<file path="config.mk">
export PLATFORM = sky130hd
export DESIGN_NAME = vga_text_scroller
export DESIGN_NICKNAME = d
export VERILOG_FILES = /design/src/rtl/vga_text_scroller.sv
export SDC_FILE = /design/constraint.sdc
export NUM_CORES = 1
export LEC_CHECK = 0
export BUFFER_PORTS_ARGS = -buffer_cell sky130_fd_sc_hd__buf_2
export CAP_MARGIN = 20
export CORE_MARGIN = 5
export CORE_UTILIZATION = 49
export DETAILED_ROUTE_END_ITERATION = 10
export GPL_TIMING_DRIVEN = 0
export PLACE_DENSITY = 0.69
export SETUP_SLACK_MARGIN = 0.3
export SLEW_MARGIN = 20
export SYNTH_ARGS = -nofsm -noshare
export SYNTH_HDL_FRONTEND = slang
export SYNTH_SLANG_ARGS = --single-unit
</file>
<file path="constraint.sdc">
create_clock -name clk -period 3 [get_ports clk]
set_input_delay 0.3 -clock clk [delete_from_list [all_inputs] [get_ports clk]]
set_output_delay 0.3 -clock clk [all_outputs]
set_load 0.02 [all_outputs]
</file>
<file path="src/rtl/vga_text_scroller.sv">
// rtl/vga_text_scroller.sv - scaled 8x8 text line renderer, 2-stage pipeline
// Optional marquee scrolling is built when TEXT_SCROLL_EN is defined.
module vga_text_scroller #(
  parameter int NUM_CHARS  = 8,
  parameter int SCALE_LOG2 = 0,
  parameter int TEXT_X     = 64,
  parameter int TEXT_Y     = 100,
  parameter int V_ACTIVE   = 480,
  parameter int FRAME_DIV  = 1
) (
  input  logic       clk,
  input  logic       rst_n,
  input  logic [9:0] pix_x,
  input  logic [9:0] pix_y,
  input  logic       video_active,
  input  logic       hsync_i,
  input  logic       vsync_i,
  input  logic       wr_en,
  input  logic [3:0] wr_addr,
  input  logic [3:0] wr_data,
  input  logic       scroll_en,
  input  logic [5:0] fg_color,
  input  logic [5:0] bg_color,
  output logic [5:0] rgb,
  output logic       hsync_o,
  output logic       vsync_o
);
  localparam int          WIN_W = NUM_CHARS * 8 * (1 << SCALE_LOG2);
  localparam int          WIN_H = 8 * (1 << SCALE_LOG2);
  localparam logic [11:0] X_LO  = 12'(TEXT_X);
  localparam logic [11:0] X_HI  = 12'(TEXT_X + WIN_W);
  localparam logic [11:0] Y_LO  = 12'(TEXT_Y);
  localparam logic [11:0] Y_HI  = 12'(TEXT_Y + WIN_H);
  localparam logic [11:0] W12   = 12'(WIN_W);
  localparam logic [4:0]  NC    = 5'(NUM_CHARS);

  logic [11:0] x12, y12, rel_x, rel_y, u_sum, u, u_slot, u_col, rel_y_s;
  logic [11:0] offset;
  logic        in_window;
  logic [3:0]  text_buf [16];

  logic       s1_in_win, s1_active, s1_hs, s1_vs;
  logic [2:0] s1_row, s1_col;
  logic [3:0] s1_code;
  logic [7:0] font_bits;
  logic       pix_on;

  function automatic logic [7:0] font_row(input logic [3:0] code, input logic [2:0] row);
    logic [63:0] g;
    case (code)
      4'd1:    g = 64'h8080_B0C8_8888_8800;
      4'd2:    g = 64'h0000_7880_7008_F000;
      4'd3:    g = 64'h7088_0830_0888_7000;
      4'd4:    g = 64'h0000_0000_0060_6000;
      4'd5:    g = 64'h0000_F088_88F0_8080;
      4'd6:    g = 64'h6020_2020_2020_7000;
      4'd7:    g = 64'h7088_98A8_C888_7000;
      4'd8:    g = 64'h2060_2020_2020_7000;
      4'd9:    g = 64'h7088_0810_2040_F800;
      4'd10:   g = 64'h1030_5090_F810_1000;
      4'd11:   g = 64'hF880_F008_0888_7000;
      4'd12:   g = 64'h3040_80F0_8888_7000;
      4'd13:   g = 64'hF808_1020_4040_4000;
      4'd14:   g = 64'h7088_8870_8888_7000;
      4'd15:   g = 64'h7088_8878_0810_6000;
      default: g = '0;
    endcase
    // Row 0 is the top byte, so bit offset is 8*(7-row).
    return g[{~row, 3'b000} +: 8];
  endfunction

  assign x12       = {2'b00, pix_x};
  assign y12       = {2'b00, pix_y};
  assign in_window = (x12 >= X_LO) && (x12 < X_HI) && (y12 >= Y_LO) && (y12 < Y_HI);
  assign rel_x     = x12 - X_LO;
  assign rel_y     = y12 - Y_LO;
  // rel_x and offset are both below WIN_W inside the window, so one subtract is a full modulo.
  assign u_sum     = rel_x + offset;
  assign u         = (u_sum >= W12) ? u_sum - W12 : u_sum;
  assign u_slot    = u >> (3 + SCALE_LOG2);
  assign u_col     = u >> SCALE_LOG2;
  assign rel_y_s   = rel_y >> SCALE_LOG2;

`ifdef TEXT_SCROLL_EN
  localparam logic [7:0] DIV_LAST = 8'(FRAME_DIV - 1);
  logic [7:0] div_cnt;
  logic       frame_tick;

  // Ticks at the first blanking line, so offset never moves mid-image.
  assign frame_tick = (pix_x == 10'd0) && (pix_y == 10'(V_ACTIVE));

  always_ff @(posedge clk) begin
    if (!rst_n) begin
      div_cnt <= '0;
      offset  <= '0;
    end else if (frame_tick && scroll_en) begin
      if (div_cnt == DIV_LAST) begin
        div_cnt <= '0;
        offset  <= (offset == W12 - 12'd1) ? '0 : offset + 12'd1;
      end else begin
        div_cnt <= div_cnt + 8'd1;
      end
    end
  end
`else
  logic unused_scroll;
  assign offset        = '0;
  assign unused_scroll = scroll_en;
`endif

  logic unused_bits;
  assign unused_bits = &{1'b0, u_slot[11:4], u_col[11:3], rel_y_s[11:3]};

  always_ff @(posedge clk) begin
    if (!rst_n) begin
      for (int i = 0; i < 16; i++) text_buf[i] <= '0;
    end else if (wr_en && ({1'b0, wr_addr} < NC)) begin
      text_buf[wr_addr] <= wr_data;
    end
  end

  always_ff @(posedge clk) begin
    if (!rst_n) begin
      s1_in_win <= 1'b0;
      s1_row    <= '0;
      s1_col    <= '0;
      s1_code   <= '0;
      s1_active <= 1'b0;
      s1_hs     <= 1'b0;
      s1_vs     <= 1'b0;
    end else begin
      s1_in_win <= in_window;
      s1_row    <= rel_y_s[2:0];
      s1_col    <= u_col[2:0];
      s1_code   <= text_buf[u_slot[3:0]];
      s1_active <= video_active;
      s1_hs     <= hsync_i;
      s1_vs     <= vsync_i;
    end
  end

  assign font_bits = font_row(s1_code, s1_row);
  assign pix_on    = font_bits[~s1_col];

  always_ff @(posedge clk) begin
    if (!rst_n) begin
      rgb     <= '0;
      hsync_o <= 1'b0;
      vsync_o <= 1'b0;
    end else begin
      hsync_o <= s1_hs;
      vsync_o <= s1_vs;
      if (!s1_active)              rgb <= '0;
      else if (s1_in_win && pix_on) rgb <= fg_color;
      else                         rgb <= bg_color;
    end
  end

endmodule

</file>
==> impl_metrics.xml <==
<?xml version="1.0" encoding="UTF-8"?>
<metrics>
  <group name="timing">
    <metric name="whs" unit="ps">126</metric>
    <metric name="final_count_of_negative_setup_slack_endpoints" unit="">0</metric>
    <metric name="report.final.slew_viol_count" unit="">0</metric>
    <metric name="finalCriticalPeriod" unit="ps">2610</metric>
    <metric name="achievable-frequency" unit="GHz">0.384</metric>
    <metric name="tightestPinTransition" unit="ps">596</metric>
    <metric name="unrepaired_setup_endpoints_after_global_routing" unit="">no</metric>
    <metric name="timing.clock.skew" unit="ps">23.1</metric>
    <metric name="finalHoldViolations" unit="">0</metric>
    <metric name="fin_tns_setup" unit="ps">0</metric>
    <metric name="period_share" unit="%">86.9</metric>
    <metric name="max-slew-margin-rel" unit="%">59.8</metric>
  </group>
  <group name="synth">
    <metric name="synth-seq-area-share" unit="%">50.4</metric>
    <metric name="synth_warnings" unit="">0</metric>
    <metric name="edff_count_synth" unit="">64</metric>
    <metric name="synth_cells" unit="">395</metric>
    <metric name="synth-compound-area-share" unit="%">12.3</metric>
    <metric name="largest_cells_by_area_after_synthesis" unit="">sky130_fd_sc_hd__edfxtp_1, sky130_fd_sc_hd__mux4_2, sky130_fd_sc_hd__dfxtp_1</metric>
    <metric name="post_synth_and_or_nand_nor_area_fraction" unit="%">18.3</metric>
    <metric name="synth_xor_area_share" unit="%">0.560</metric>
    <metric name="synth_seq_cells" unit="">86</metric>
    <metric name="ys_async_sr_fraction" unit="%">0</metric>
    <metric name="synth_top_family_by_area" unit="">simple AND/OR/NAND/NOR gates</metric>
    <metric name="synth-main-ff-cell" unit="">sky130_fd_sc_hd__edfxtp_1</metric>
    <metric name="fraction_of_synthesized_cell_area_taken_by_the_top_area_cell_type" unit="%">41.0</metric>
    <metric name="post-synth-top-count-cell" unit="">sky130_fd_sc_hd__edfxtp_1</metric>
    <metric name="average_cell_area_after_synthesis" unit="um^2">11.9</metric>
    <metric name="synth.cell_area" unit="um^2">4690</metric>
    <metric name="yosys.cell_types.count" unit="">60</metric>
    <metric name="yosys-mux-area-fraction" unit="%">11.9</metric>
    <metric name="yosys.area_share.adder" unit="%">2.13</metric>
    <metric name="synth_top_cell_by_area" unit="">sky130_fd_sc_hd__edfxtp_1</metric>
    <metric name="synth_common_cells" unit="">sky130_fd_sc_hd__edfxtp_1, sky130_fd_sc_hd__and2_1, sky130_fd_sc_hd__dfxtp_1, sky130_fd_sc_hd__mux4_2, sky130_fd_sc_hd__nand2_1</metric>
  </group>
  <group name="critical_path">
    <metric name="worstSetupStartpoint" unit="">s1_code[1]</metric>
    <metric name="crit_path_top_delay_cell" unit="">sky130_fd_sc_hd__or4_4</metric>
    <metric name="reg2reg_slack" unit="ps">390</metric>
    <metric name="crit_path_end" unit="">rgb[5]</metric>
    <metric name="cp_slowest_stage_delay" unit="ps">490</metric>
    <metric name="worst_path_arrival_time" unit="ps">2880</metric>
    <metric name="timing.critical_path.required" unit="ps">3280</metric>
    <metric name="critical_path.reg2reg.startpoint" unit="">s1_code[1]</metric>
    <metric name="worst-path-max-fanout" unit="">10</metric>
    <metric name="startpoint_class" unit="">flop</metric>
    <metric name="worst_r2r_path_cells" unit="">11</metric>
    <metric name="worst_r2r_endpoint" unit="">rgb[5]</metric>
    <metric name="worstSetupEndpointType" unit="">flop</metric>
    <metric name="critical_path_start_end_classification" unit="">flop to flop</metric>
    <metric name="crit_path_cell_trace" unit="">clkbuf_8 &gt; inv_2 &gt; ha_1 &gt; mux2i_1 &gt; nor2_1 &gt; or4_4 &gt; a311o_1 &gt; o21ai_2 &gt; buf_4 &gt; o211ai_1 &gt; o311ai_1</metric>
  </group>
  <group name="placement">
    <metric name="port_buffers" unit="">51</metric>
    <metric name="routabilityCongestion" unit="">0.967</metric>
    <metric name="postPlaceCellArea" unit="um^2">5220</metric>
    <metric name="place.detailed.instances" unit="">606</metric>
    <metric name="hpwl" unit="um">7880</metric>
  </group>
  <group name="route">
    <metric name="wirelength_met1" unit="um">4300</metric>
    <metric name="met2RoutedLength" unit="um">5450</metric>
    <metric name="routed.top_layer" unit="">met4</metric>
    <metric name="met3RoutedLength" unit="um">633</metric>
    <metric name="first_iter_violations" unit="">241</metric>
    <metric name="drt-wirelength-per-cell" unit="um">17.1</metric>
    <metric name="via_count" unit="">3485</metric>
    <metric name="detailedRoute.firstPassIterationCount" unit="">5</metric>
    <metric name="final_antenna_net_count" unit="">0</metric>
    <metric name="finalWirelength" unit="um">10700</metric>
    <metric name="avgViaCountPerCell" unit="">5.58</metric>
    <metric name="drt_drc_violations_left" unit="">0</metric>
  </group>
  <group name="global_routing">
    <metric name="largest_net_degree_at_the_start_of_global_routing" unit="">16</metric>
    <metric name="grt_first_pass_wirelength" unit="um">16500</metric>
    <metric name="first_global_vias" unit="">3329</metric>
    <metric name="grt.overflow.total" unit="">0</metric>
    <metric name="track_usage" unit="%">18.4</metric>
    <metric name="antenna_found_initial" unit="">0</metric>
  </group>
  <group name="pwr">
    <metric name="post-layout-total-power" unit="uW">2650</metric>
    <metric name="powerDensity" unit="nW/um^2">483</metric>
    <metric name="leakage" unit="uW">0.00213</metric>
    <metric name="ir_drop" unit="uV">254</metric>
  </group>
  <group name="floorplan">
    <metric name="top_level_ports" unit="">55</metric>
    <metric name="die_width" unit="um">108</metric>
    <metric name="core" unit="um^2">9280</metric>
    <metric name="initial_core_util" unit="%">50.5</metric>
    <metric name="die_area" unit="um^2">11600</metric>
    <metric name="core.rowCount" unit="">35</metric>
    <metric name="chipHeight" unit="um">108</metric>
  </group>
  <group name="clock_tree">
    <metric name="cts_max_level" unit="">3</metric>
    <metric name="buffers_from_clock_root_to_sink_at_most" unit="">2</metric>
    <metric name="cts_sinks" unit="">86</metric>
    <metric name="worst_skew_pair_latency" unit="ps">360</metric>
    <metric name="tritoncts" unit="">built</metric>
    <metric name="cts.clk_slew.worst_paths" unit="ps">100</metric>
    <metric name="ctsRootBufferMaster" unit="">sky130_fd_sc_hd__clkbuf_8</metric>
    <metric name="post_cts_hold_buffer_count" unit="">0</metric>
    <metric name="tritoncts_buffers" unit="">9</metric>
  </group>
  <group name="finish">
    <metric name="diodes_inserted" unit="">0</metric>
    <metric name="drive_above_1_share" unit="%">25.0</metric>
    <metric name="nFillCells" unit="">806</metric>
    <metric name="layoutNonFillerInstCount" unit="">625</metric>
    <metric name="post-route-cell-area" unit="um^2">5490</metric>
    <metric name="fin_nets" unit="">546</metric>
    <metric name="syn_to_final_growth" unit="%">17.1</metric>
  </group>
  <group name="hold_path">
    <metric name="hold_path.class" unit="">primary input to flop</metric>
    <metric name="worstHoldPathCells" unit="">2</metric>
    <metric name="hold_path_startpoint" unit="">pix_y[2]</metric>
  </group>
  <group name="job">
    <metric name="timing.max_cap.violations" unit="">0</metric>
  </group>
  <group name="run_status">
    <metric name="result_of_the_run" unit="">complete, no violations</metric>
  </group>
</metrics>
==> worst min path at each step <==
stage / to / slack [ps]
2_1_floorplan: s1_row[2] / 370
6_report: s1_row[2] / 130
5_1_grt: s1_row[2] / 110
3_3_place_gp: vsync_o / 430
4_1_cts: s1_row[2] / 110
3_5_place_dp: vsync_o / 420
==> metal layers <==
metal | up-vias | global-route usage (%)
met2 | 142 | 30.6
met4 | 0 | 8.03
li1 | 1664 | -
met5 | - | 0
met1 | 1657 | 23.2
met3 | 22 | 3.72
==> cell usage in the layout, fill, tap and decap left out, types with 3 or more instances in the layout <==
cell | synthesis | routed
sky130_fd_sc_hd__and2_1 | 48 | 48
sky130_fd_sc_hd__nand2_1 | 19 | 19
sky130_fd_sc_hd__a2bb2oi_1 | 5 | 5
sky130_fd_sc_hd__o311ai_1 | 5 | 5
sky130_fd_sc_hd__nand3_1 | 5 | 5
sky130_fd_sc_hd__nor3b_1 | 3 | 3
sky130_fd_sc_hd__mux2i_1 | 4 | 4
sky130_fd_sc_hd__o22ai_1 | 4 | 4
sky130_fd_sc_hd__a21oi_1 | 3 | 3
sky130_fd_sc_hd__and3_1 | 7 | 7
sky130_fd_sc_hd__or3_1 | 4 | 4
sky130_fd_sc_hd__a211oi_1 | 4 | 4
sky130_fd_sc_hd__clkbuf_8 | 0 | 10
sky130_fd_sc_hd__ha_1 | 8 | 8
sky130_fd_sc_hd__nor3_1 | 7 | 7
sky130_fd_sc_hd__and4_1 | 7 | 7
sky130_fd_sc_hd__clkbuf_1 | 13 | 10
sky130_fd_sc_hd__buf_4 | 0 | 4
sky130_fd_sc_hd__dfxtp_1 | 22 | 20
sky130_fd_sc_hd__conb_1 | 1 | 32
sky130_fd_sc_hd__edfxtp_1 | 64 | 64
sky130_fd_sc_hd__o211ai_1 | 9 | 9
sky130_fd_sc_hd__buf_2 | 13 | 64
sky130_fd_sc_hd__nand2b_1 | 9 | 9
sky130_fd_sc_hd__nor2_1 | 13 | 13
sky130_fd_sc_hd__mux4_2 | 22 | 22
sky130_fd_sc_hd__inv_1 | 16 | 15
sky130_fd_sc_hd__a31oi_1 | 4 | 4
sky130_fd_sc_hd__nor2b_1 | 11 | 11
sky130_fd_sc_hd__o21ai_0 | 16 | 16
==> power breakdown <==
group	switching (uW)	internal, uW
registers	32.7	1360
clock network	424	361
logic	268	211
total	725	1930
==> cell families (layout without fill, tap and decap cells) <==
| kind of cell | Yosys count | after routing |
|---|---|---|
| flip-flops | 86 | 86 |
| AND/OR/NAND/NOR | 146 | 146 |
| XOR/XNOR | 3 | 3 |
| buffers and inverters | 46 | 116 |
| AO/OA/AOI/OAI | 77 | 77 |
| adder cells (fa/ha/maj) | 8 | 8 |
| multiplexers | 28 | 28 |
| other | 1 | 32 |
==> flip-flops by register name, indices dropped and copies added (netlist names) <==
signal and cells:
text_buf 64, rgb 6, s1_code 4, s1_col 3
s1_row 3, hsync_o 1, s1_active 1, s1_hs 1
s1_in_win 1, s1_vs 1, vsync_o 1
==> repair_timing <==
action,in CTS,in global routing
setup endpoints to repair,6,6
cloned,0,1
resized for setup,7,11
buffers inserted,0,2
pin swaps,0,2
==> critical path: cells and delay by family (launching register included) <==
family                   cells  cell delay [ps]
adder cells (fa/ha/maj)      1              200
AO/OA/AOI/OAI                4              760
AND/OR/NAND/NOR              2              580
flip-flops                   1              380
multiplexers                 1              190
buffers and inverters        3              430
==> per-stage QoR <==
| step | utilization [%] | setup slack, ps |
|---|---|---|
| after floorplan | - | 377 |
| after global placement | 56.3 | -126 |
| after detailed placement | 56.3 | -183 |
| after CTS | 58.5 | 308 |
| after global routing | 59.1 | 296 |
| final | 59.1 | 393 |
==> final cells by class <==
| class | count | area, um^2 | share of cell area [%] |
|---|---|---|---|
| Inverter | 16 | 60.1 | 1.09 |
| Sequential cell | 86 | 2370 | 43.2 |
| Timing Repair Buffer | 54 | 278 | 5.06 |
| Clock buffer | 11 | 154 | 2.80 |
| Buffer | 30 | 159 | 2.89 |
| Tap cell | 129 | 161 | 2.94 |
| Clock inverter | 5 | 37.5 | 0.684 |
| Multi-Input combinational cell | 294 | 2270 | 41.4 |
Power figures use the tool's default switching activity.
